File: src/rtl/sram_arbiter.sv
// sram_arbiter
// ------------
// Shares one SRAM controller between the data-side cache controller
// (port D) and the instruction-fetch miss path (port I). One requester is
// granted per access, and the grant is held until that access completes or
// is abandoned. Port D has fixed priority. A starvation counter lets a
// waiting port I win after STARVE_LIMIT consecutive port-D grants.
//
// Ports
//   clk, rst                      clock and synchronous active-high reset
//   d_rd, d_wr, d_addr, d_wdata   port D request (read/write), held until d_ready
//   d_rdata, d_ready              port D read data / completion-or-idle
//   i_rd, i_addr                  port I read request, held until i_ready
//   i_rdata, i_ready              port I read data / completion-or-idle
//   mem_read, mem_write           request to the SRAM controller
//   mem_addr, mem_wdata           address / write data to the SRAM controller
//   mem_rdata, mem_ready          read data / final-cycle indicator from controller
module sram_arbiter #(
    parameter int ADDR_W       = 32,
    parameter int DATA_W       = 32,
    parameter int STARVE_LIMIT = 4
) (
    input  logic              clk,
    input  logic              rst,
    input  logic              d_rd,
    input  logic              d_wr,
    input  logic [ADDR_W-1:0] d_addr,
    input  logic [DATA_W-1:0] d_wdata,
    output logic [DATA_W-1:0] d_rdata,
    output logic              d_ready,
    input  logic              i_rd,
    input  logic [ADDR_W-1:0] i_addr,
    output logic [DATA_W-1:0] i_rdata,
    output logic              i_ready,
    output logic              mem_read,
    output logic              mem_write,
    output logic [ADDR_W-1:0] mem_addr,
    output logic [DATA_W-1:0] mem_wdata,
    input  logic [DATA_W-1:0] mem_rdata,
    input  logic              mem_ready
);

    localparam int CNT_W = $clog2(STARVE_LIMIT + 1);
    localparam logic [CNT_W-1:0] LIMIT = CNT_W'(STARVE_LIMIT);

    typedef enum logic [1:0] {
        IDLE   = 2'd0,
        BUSY_D = 2'd1,
        BUSY_I = 2'd2
    } state_t;

    state_t           state_reg;
    logic [CNT_W-1:0] starve_cnt_reg;

    logic d_req;
    logic d_wins;

    assign d_req  = d_rd | d_wr;
    // Port D keeps priority unless port I is waiting and has already been
    // passed over STARVE_LIMIT times in a row.
    assign d_wins = d_req && (!i_rd || (starve_cnt_reg < LIMIT));

    always_ff @(posedge clk) begin
        if (rst) begin
            state_reg      <= IDLE;
            starve_cnt_reg <= '0;
        end else begin
            case (state_reg)
                IDLE: begin
                    if (d_wins) begin
                        state_reg <= BUSY_D;
                        // Only a grant that made port I wait counts toward starvation.
                        if (i_rd) begin
                            if (starve_cnt_reg != LIMIT)
                                starve_cnt_reg <= starve_cnt_reg + 1'b1;
                        end else begin
                            starve_cnt_reg <= '0;
                        end
                    end else if (i_rd) begin
                        state_reg      <= BUSY_I;
                        starve_cnt_reg <= '0;
                    end else begin
                        starve_cnt_reg <= '0;
                    end
                end
                BUSY_D: begin
                    // Completion or requester abort both end the access.
                    if (!d_req || mem_ready)
                        state_reg <= IDLE;
                end
                BUSY_I: begin
                    if (!i_rd || mem_ready)
                        state_reg <= IDLE;
                end
                default: state_reg <= IDLE;
            endcase
        end
    end

    // Downstream request is decoded from the grant; request lines follow the
    // granted requester directly so an abort drops them in the same cycle.
    always_comb begin
        mem_read  = 1'b0;
        mem_write = 1'b0;
        mem_addr  = '0;
        mem_wdata = '0;
        d_rdata   = '0;
        i_rdata   = '0;
        d_ready   = ~d_req;
        i_ready   = ~i_rd;
        case (state_reg)
            BUSY_D: begin
                // Simultaneous read and write is treated as a write.
                mem_read  = d_rd & ~d_wr;
                mem_write = d_wr;
                mem_addr  = d_addr;
                mem_wdata = d_wdata;
                d_rdata   = mem_rdata;
                d_ready   = mem_ready;
            end
            BUSY_I: begin
                mem_read  = i_rd;
                mem_addr  = i_addr;
                i_rdata   = mem_rdata;
                i_ready   = mem_ready;
            end
            default: ;
        endcase
    end

endmodule

File: config.mk
export PLATFORM = sky130hd
export DESIGN_NAME = sram_arbiter
export DESIGN_NICKNAME = d
export VERILOG_FILES = /design/src/rtl/sram_arbiter.sv
export SDC_FILE = /design/constraint.sdc
export NUM_CORES = 1
export LEC_CHECK = 0
export ABC_AREA = 1
export CAP_MARGIN = 20
export CORE_AREA = 2 2 103 105
export DETAILED_ROUTE_END_ITERATION = 8
export DIE_AREA = 0 0 105 107
export MAX_ROUTING_LAYER = met4
export PLACE_DENSITY = 0.62
export SETUP_SLACK_MARGIN = 0.05
export SYNTH_ARGS = -nofsm -noshare
export SYNTH_HDL_FRONTEND = slang
export SYNTH_SLANG_ARGS = --single-unit
File: constraint.sdc
create_clock -name clk -period 1.55 [get_ports clk]
set_input_delay 0.2325 -clock clk [delete_from_list [all_inputs] [get_ports clk]]
set_output_delay 0.2325 -clock clk [all_outputs]
set_load 0.005 [all_outputs]
==> Yosys cells after proc, flatten, opt, wreduce, memory -nomap -nowiden <==
Cells that the tools add are included.
{ "classes": {"order_cmp": 1, "n_mux": 16, "n_reduce_logical": 9, "n_eq_ne": 7, "addsub": 1, "n_bitwise": 5} }
{ "ops": {"columns": ["op", "count"], "rows": [
  ["$mux 32", 3],
  ["$pmux 32 s2", 1],
  ["$mux 3", 3],
  ["$mux 2", 4],
  ["$ne 3x3->1 const B", 2],
  ["$pmux 2 s3", 1],
  ["$ne 2x2->1 const B", 2],
  ["$add 3x1->3 const B", 1],
  ["$logic_or 1x1->1", 3],
  ["$lt 3x3->1 const B", 1],
  ["$mux 1", 3],
  ["$ne 3x2->1 const B", 1],
  ["$not 1->1", 3],
  ["$reduce_and 3->1", 1],
  ["$eq 2x1->1 const B", 1],
  ["$eq 2x2->1 const B", 1],
  ["$logic_not 1->1", 2],
  ["$logic_not 2->1", 1],
  ["$pmux 1 s2", 1],
  ["$reduce_and 2->1", 1],
  ["$and 1x1->1", 1],
  ["$logic_and 1x1->1", 1],
  ["$or 1x1->1", 1]
]} }
{ "totals": {"register_bits": 5} }

==> Longest topological paths before layout <==
Gate-level depths: netlist of the first run.
{ "depth": {"ltp_word": 5, "depth_mapped": 8} }

==> Worst setup path before layout of the first run <==
OpenSTA, ideal clock, no wires.
{ "synth_timing": {"kind": "register -> output", "from": "register state_reg[0]", "to": "output mem_addr[0]", "path_slack_ns": 0.131, "arrival_time_ns": 1.186, "path_stages_with_launch": 6, "n_path_buf": 1, "t_required_ns": 1.317, "cell_sequence": "dfxtp_1 > inv_1 > ha_1 > inv_1 > buf_1 > a21oi_1"} }
{ "synth_between": {"elab_chain_len": 2, "elab_cells_between_ends": 3, "classes_between": "eq/ne: 2; mux: 1"} }
{ "synth_rtl": {"columns": ["element", "line_no", "rtl"], "rows": [
  ["start: declaration", "52", "state_t state_reg;"],
  ["start signal: assignment", "65", "state_reg <= IDLE;"],
  ["start signal: assignment", "71", "state_reg <= BUSY_D;"],
  ["start signal: assignment", "80", "state_reg <= BUSY_I;"],
  ["$eq 2x2->1 / $eq 2x1->1 (equally long branches)", "111", "case (state_reg)"],
  ["$pmux 32 s2 (*)", "111", null],
  ["end: declaration", "37", "output logic [ADDR_W-1:0] mem_addr,"]
]} }
Mark *: on every way between the ends. The rest lies on a longest branch, timed or not.

==> Worst setup path after layout of the first run <==
{ "layout_timing": {"from": "register state_reg[0]", "to": "output mem_addr[21]"} }
The elaborated chain is that of the path after synthesis.

==> results of run 1 <==
[cells in the mapped netlist]
master	n	area share, %
nand3b_1	1	0.46
nor3_1	1	0.31
o21ai_0	2	0.62
a21oi_1	37	11
a21oi_2	1	0.54
buf_1	3	0.69
clkbuf_1	1	0.23
dfxtp_1	5	6.2
buf_4	2	0.93
nand2_1	172	40
nand3_2	1	0.62
o21ai_2	1	0.54
nor2_2	4	1.5
buf_2	15	4.6
nand3_1	1	0.31
ha_1	6	4.6
o21a_1	2	0.93
inv_1	106	25
nand2_2	2	0.77
nor2_1	1	0.23
[cells by family (layout without fill, tap and decap cells)]
group	Yosys count	count (layout)	share of synthesized area [%]
other cells	0	1	0
flops	5	5	6.178
buf+inv	127	455	31.04
fa+ha+maj	6	6	4.633
simple gates	183	183	44.09
compound gates	43	43	14.05
[worst reg2reg max path, stage by stage (launching register included)]
cell and delay, ns:
dfxtp_2 0.34, inv_2 0.06, ha_4 0.20, buf_12 0.14, buf_12 0.13, buf_6 0.12
nand2_2 0.06, buf_4 0.12, nor2_4 0.03, nor2_4 0.09, nand2_2 0.07, nand2_2 0.06
a21oi_2 0.04
[power by group through the flow]
| stage | Clock, µW | Combinational (µW) | Sequential [µW] |
|---|---|---|---|
| 3_5_place_dp | 0 | 1590 | 148 |
| 2_1_floorplan | 0 | 501 | 149 |
| 6_report | 242 | 2280 | 151 |
| 4_1_cts | 249 | 2120 | 151 |
| 3_3_place_gp | 0 | 1570 | 148 |
| 5_1_grt | 256 | 2440 | 153 |
[metrics by stage]
stage / utilization, % / total power [µW]
after floorplan: - / 650.0
after global routing: 55.19 / 2847
after global placement: 45.44 / 1723
final: 55.19 / 2677
after detailed placement: 45.44 / 1737
after CTS: 51.86 / 2523
[worst paths after layout]
check / start / cells past startpoint / slack (ns) / endpoint
worst max register to register: state_reg[0] / 12 / -0.03 / state_reg[0]
worst max-delay path: state_reg[0] / 8 / -0.22 / mem_addr[21]
worst min-delay path: starve_cnt_reg[1] / 2 / 0.49 / starve_cnt_reg[1]
worst min register to register: starve_cnt_reg[1] / 2 / 0.49 / starve_cnt_reg[1]
[cell type report]
type / instances / area [µm²]
clock buffer: 4 / 45.04
fill: 960 / 4522
timing repair buffer: 345 / 3337
inverter: 106 / 397.9
antenna: 1 / 2.502
sequential: 5 / 102.6
multi-input combinational: 232 / 1515
tap: 136 / 170.2
[layer usage]
layer  wire length, µm  GRT usage (%)
met4               160          4.381
met1              4203          19.75
met2              6607          37.11
met5                 0              -
met3               885          5.167
[timing repair]
item                                    CTS  global route
endpoints found under the setup margin  133           134
gates cloned                             13             1
resized for setup                       670           120
pin swaps                                27            15
setup buffers                            47             9
==> impl_metrics.tcl, run 1 <==
set metrics [dict create \
    fmax_mhz 565.9 \
    via_per_inst 3.995 \
    crit_path_frequent_cell "buf_12" \
    detailedRoute.firstIterationViolations 145 \
    report.final.slew_viol_count 0 \
    grt_antenna_before_repair 1 \
    cellPowerDensity_mw_per_mm2 480.6 \
    ioPinCount 266 \
    syn_nets 504 \
    static_leakage_uw 0.003250 \
    switching_share_pct 38.89 \
    largest_stage_delay_worst_path_ns 0.34 \
    synth_warnings 0 \
    seq_power_share_pct 5.6 \
    final.setup.tns_ns -10.51 \
    overflow 0 \
    timing.critical_path.cells "buf_6, ha_4, buf_12, buf_12, buf_8, nand2_1, a21oi_1, buf_2" \
    post-dp-hpwl_um 8135 \
    numCtsBuffers 3 \
    period_needed_ns 1.767 \
    fin_clk_skew_ns 0.001351 \
    htree_levels 1 \
    cp.required_ns 1.32 \
    number_of_placed_cells_counting_well_taps 765 \
    firstDrtPassIters 5 \
    run_status "finished with violations" \
    p_int_uw 1636 \
    hold_path_class "flip-flop to flip-flop" \
    dpl_cell_area_mm2 0.004586 \
    preCtsSetupSlack_ns -0.3314 \
    route.final.wire_length_um 11860 \
    finalHoldViolCount 0 \
    die_width_um 105 \
    synth_cells 364 \
    fin_cells 829 \
    hold-worst-slack_ns 0.4896 \
    routed-via-count 3312 \
    violations "negative setup slack" \
    port-buffer-count 265 \
    crit_path_max_fanout 7 \
    gp_routability_congestion 0.8635 \
    initial_core_util_pct 16.06 \
    core.rowCount 37 \
    clock-sinks 5 \
    rsz0062_at_grt "true" \
    end_kind "primary output" \
    ys_seq_area_share_pct 6.178 \
    cts_buffer_depth 2 \
    cts.hold.buffers_added 0 \
    clk-insertion-delay-late_ns 0.22 \
    clkPwrFrac_pct 9.0 \
    syn_area_mm2 0.001620 \
    layout-area-overhead-vs-synth_pct 243.8 \
    grt_max_degree 18 \
    count_of_unique_library_cells_instantiated_by_yosys 20 \
    core_area_mm2 0.01009 \
    most-common-layout-cells "clkdlybuf4s50_1, buf_2, nand2_1, nand2_2, inv_1" \
    worstSetupPathType "flip-flop to primary output" \
    setup_ws_ns -0.2170 \
    worst_slew_slack_as_a_fraction_of_its_limit_pct 85.70 \
    timing.critical_path.buf_inv 5 \
    tritoncts "done" \
    cp_top_family "buffers and inverters" \
    drive_above_1_share_pct 55.06 \
    comb_power_share_pct 85.3 \
    netSwitchingPower_uw 1041 \
    setup_viol 104 \
    kind_of_start_point_of_the_critical_path "flip-flop" \
    layout_commonest_cell "clkdlybuf4s50_1" \
    average_detailed_routed_wire_length_per_instance_um 14.30 \
    syn_area_per_cell_um2 4.451 \
    largest_reg_flops 3 \
    maxCapViolCount 0 \
    ys_ff_latch 5 \
    cp_slowest_cell "dfxtp_2" \
    antenna_left 0 \
    cts.clk_slew.worst_paths_ns 0.03 \
    floorplan.die_area_mm2 0.01124 \
    dieHeight_um 107 \
    irDropWorstVdd_mv 0.2603 \
    clock_tree.root_cell "clkbuf_8" \
    track_usage_pct 19.39 \
    tightest_slew_ns 0.2138 \
    final_net_count 833 \
    post_route_cell_area_mm2 0.005570 \
    vias_in_the_first_global_route 3226 \
    cp.arrival_ns 1.53 \
    wire_length_of_the_first_global_routing_pass_um 17050 \
    final.period_utilization_pct 114.0 \
    detailed_route_drc_error_count 0 \
]
Power figures use the tool's default switching activity.
==> run 2: changes to the inputs <==
--- a/config.mk
+++ b/config.mk
@@ -11,7 +11,7 @@
 export DETAILED_ROUTE_END_ITERATION = 8
 export DIE_AREA = 0 0 105 107
 export MAX_ROUTING_LAYER = met4
-export PLACE_DENSITY = 0.62
+export PLACE_DENSITY = 0.69
 export SETUP_SLACK_MARGIN = 0.05
 export SYNTH_ARGS = -nofsm -noshare
 export SYNTH_HDL_FRONTEND = slang
==> impl_metrics.tcl, run 2 (synthesis gave the netlist of run 1 again) <==
set metrics [dict create \
    largest_reg_flops 3 \
    routed-via-count 3536 \
    layout_commonest_cell "clkdlybuf4s50_1" \
    detailedRoute.firstIterationViolations 124 \
    clk-insertion-delay-late_ns 0.22 \
    cellPowerDensity_mw_per_mm2 509.5 \
    gp_routability_congestion 0.8953 \
    timing.critical_path.cells "buf_6, ha_4, buf_6, buf_12, buf_4, buf_12, nand2_2, a21oi_2, buf_2" \
    drive_above_1_share_pct 68.11 \
    violations "negative setup slack" \
    htree_levels 1 \
    overflow 0 \
    numCtsBuffers 3 \
    tritoncts "done" \
    cts_buffer_depth 2 \
    most-common-layout-cells "clkdlybuf4s50_1, buf_2, buf_6, nand2_2" \
    wirelength_met1_um 5201 \
    grt_max_degree 18 \
    period_needed_ns 1.807 \
    wire_length_of_the_first_global_routing_pass_um 19200 \
    grt_antenna_before_repair 0 \
    clock_tree.root_cell "clkbuf_8" \
    ioPinCount 266 \
    floorplan.die_area_mm2 0.01124 \
    worstSetupPathType "flip-flop to primary output" \
    antenna_left 0 \
    irDropWorstVdd_mv 0.5126 \
    fmax_mhz 553.4 \
    cp_slowest_cell "dfxtp_2" \
    largest_stage_delay_worst_path_ns 0.34 \
    route.final.wire_length_um 13710 \
    number_of_placed_cells_counting_well_taps 764 \
    rsz0062_at_grt "true" \
    crit_path_max_fanout 6 \
    average_detailed_routed_wire_length_per_instance_um 16.11 \
    die_width_um 105 \
    fin_cells 851 \
    antenna-diode-count 0 \
    preCtsSetupSlack_ns -0.3028 \
    met2WireLength_um 7535 \
    routed.top_layer "met4" \
    fin_clk_skew_ns 0.001834 \
    initial_core_util_pct 16.06 \
    cp.required_ns 1.32 \
    maxCapViolCount 0 \
    vias_in_the_first_global_route 3466 \
    clock-sinks 5 \
    wl_met3_um 708 \
    cp.arrival_ns 1.57 \
    kind_of_start_point_of_the_critical_path "flip-flop" \
    final.setup.tns_ns -15.50 \
    setup_viol 116 \
    hold_path_class "flip-flop to flip-flop" \
    layout-area-overhead-vs-synth_pct 291.0 \
    firstDrtPassIters 4 \
    static_leakage_uw 0.003683 \
    setup_ws_ns -0.2570 \
    report.final.slew_viol_count 0 \
    tightest_slew_ns 0.2442 \
    port-buffer-count 265 \
    core_area_mm2 0.01009 \
    worst_slew_slack_as_a_fraction_of_its_limit_pct 83.67 \
    hold-worst-slack_ns 0.4869 \
    post-dp-hpwl_um 7870 \
    core.rowCount 37 \
    final_net_count 856 \
    dieHeight_um 107 \
    total_power_uw 3228 \
    detailed_route_drc_error_count 0 \
    via_per_inst 4.155 \
    end_kind "primary output" \
    finalHoldViolCount 0 \
    run_status "finished with violations" \
    track_usage_pct 22.08 \
    final.period_utilization_pct 116.6 \
    cts.clk_slew.worst_paths_ns 0.04 \
]
## run 2: cell types whose count changed in the layout (fill, tap and decap cells not counted), moves of 4 or more
| cell | delta |
|---|---|
| nand2_4 | +39 |
| buf_12 | +14 |
| nand2_1 | -46 |
| a21oi_2 | +8 |
| nand2_2 | +7 |
| a21oi_1 | -8 |
| buf_6 | +25 |
| inv_1 | -24 |
| buf_2 | -10 |
| inv_2 | +23 |
| clkdlybuf4s15_1 | -4 |
## run 2: worst paths after layout
kind                          start           endpoint  slack [ns]  cells after the start
setup / recovery       state_reg[0]       mem_addr[20]       -0.26                      9
hold / removal    starve_cnt_reg[1]  starve_cnt_reg[1]        0.49                      2
hold reg to reg   starve_cnt_reg[1]  starve_cnt_reg[1]        0.49                      2
setup reg to reg       state_reg[0]       state_reg[0]        0.15                     11
## run 2: where the power goes
part           switching, µW  internal, µW  total, µW  leakage [µW]
combinational           1200          1630       2830       0.00362
clock                   64.9           177        241     0.0000228
sequential              10.6           141        152     0.0000419
total                   1280          1950       3230       0.00368
## run 2: final cells by class
cell class	count	area, µm²
clock buffers	4	45.04
fillers	865	3757
inverters	106	400.4
multi-input cells	232	1848
flip-flops and latches	5	105.1
well taps	136	170.2
repair buffers	368	3766
## run 2: stage by stage
stage / area [µm²] / utilization (%)
after floorplan: 1620 / -
after global placement: 4578 / 45.36
after detailed placement: 4578 / 45.36
after CTS: 5613 / 55.62
after global routing: 6335 / 62.77
final: 6335 / 62.77
## run 2: metal layers
metal,global-route usage [%],up-vias
met2,41.60,119
met4,3.429,0
li1,-,1741
met3,4.316,22
met1,24.52,1654
met5,-,-
## run 2: timing repair
| action | in CTS | in global routing |
|---|---|---|
| setup endpoints to repair | 132 | 133 |
| cloned | 18 | 0 |
| buffers inserted | 49 | 29 |
| gates resized for setup | 735 | 226 |
| pin swaps | 28 | 23 |
| hold buffers | 0 | 0 |
## run 2: worst max-delay path, delay by kind of cell (launching register included)
family | cells | cell delay (ns)
AND/OR/NAND/NOR | 1 | 0.05
AO/OA/AOI/OAI | 1 | 0.13
adder cells (fa/ha/maj) | 1 | 0.15
buffers and inverters | 6 | 0.69
flip-flops | 1 | 0.34
==> run 3: changes to the inputs <==
--- a/config.mk
+++ b/config.mk
@@ -8,6 +8,7 @@
 export ABC_AREA = 1
 export CAP_MARGIN = 20
 export CORE_AREA = 2 2 103 105
+export CTS_CLUSTER_SIZE = 14
 export DETAILED_ROUTE_END_ITERATION = 8
 export DIE_AREA = 0 0 105 107
 export MAX_ROUTING_LAYER = met4
==> results of run 3 <==
The final DEF is identical to that of run 2; final timing and power are the same.
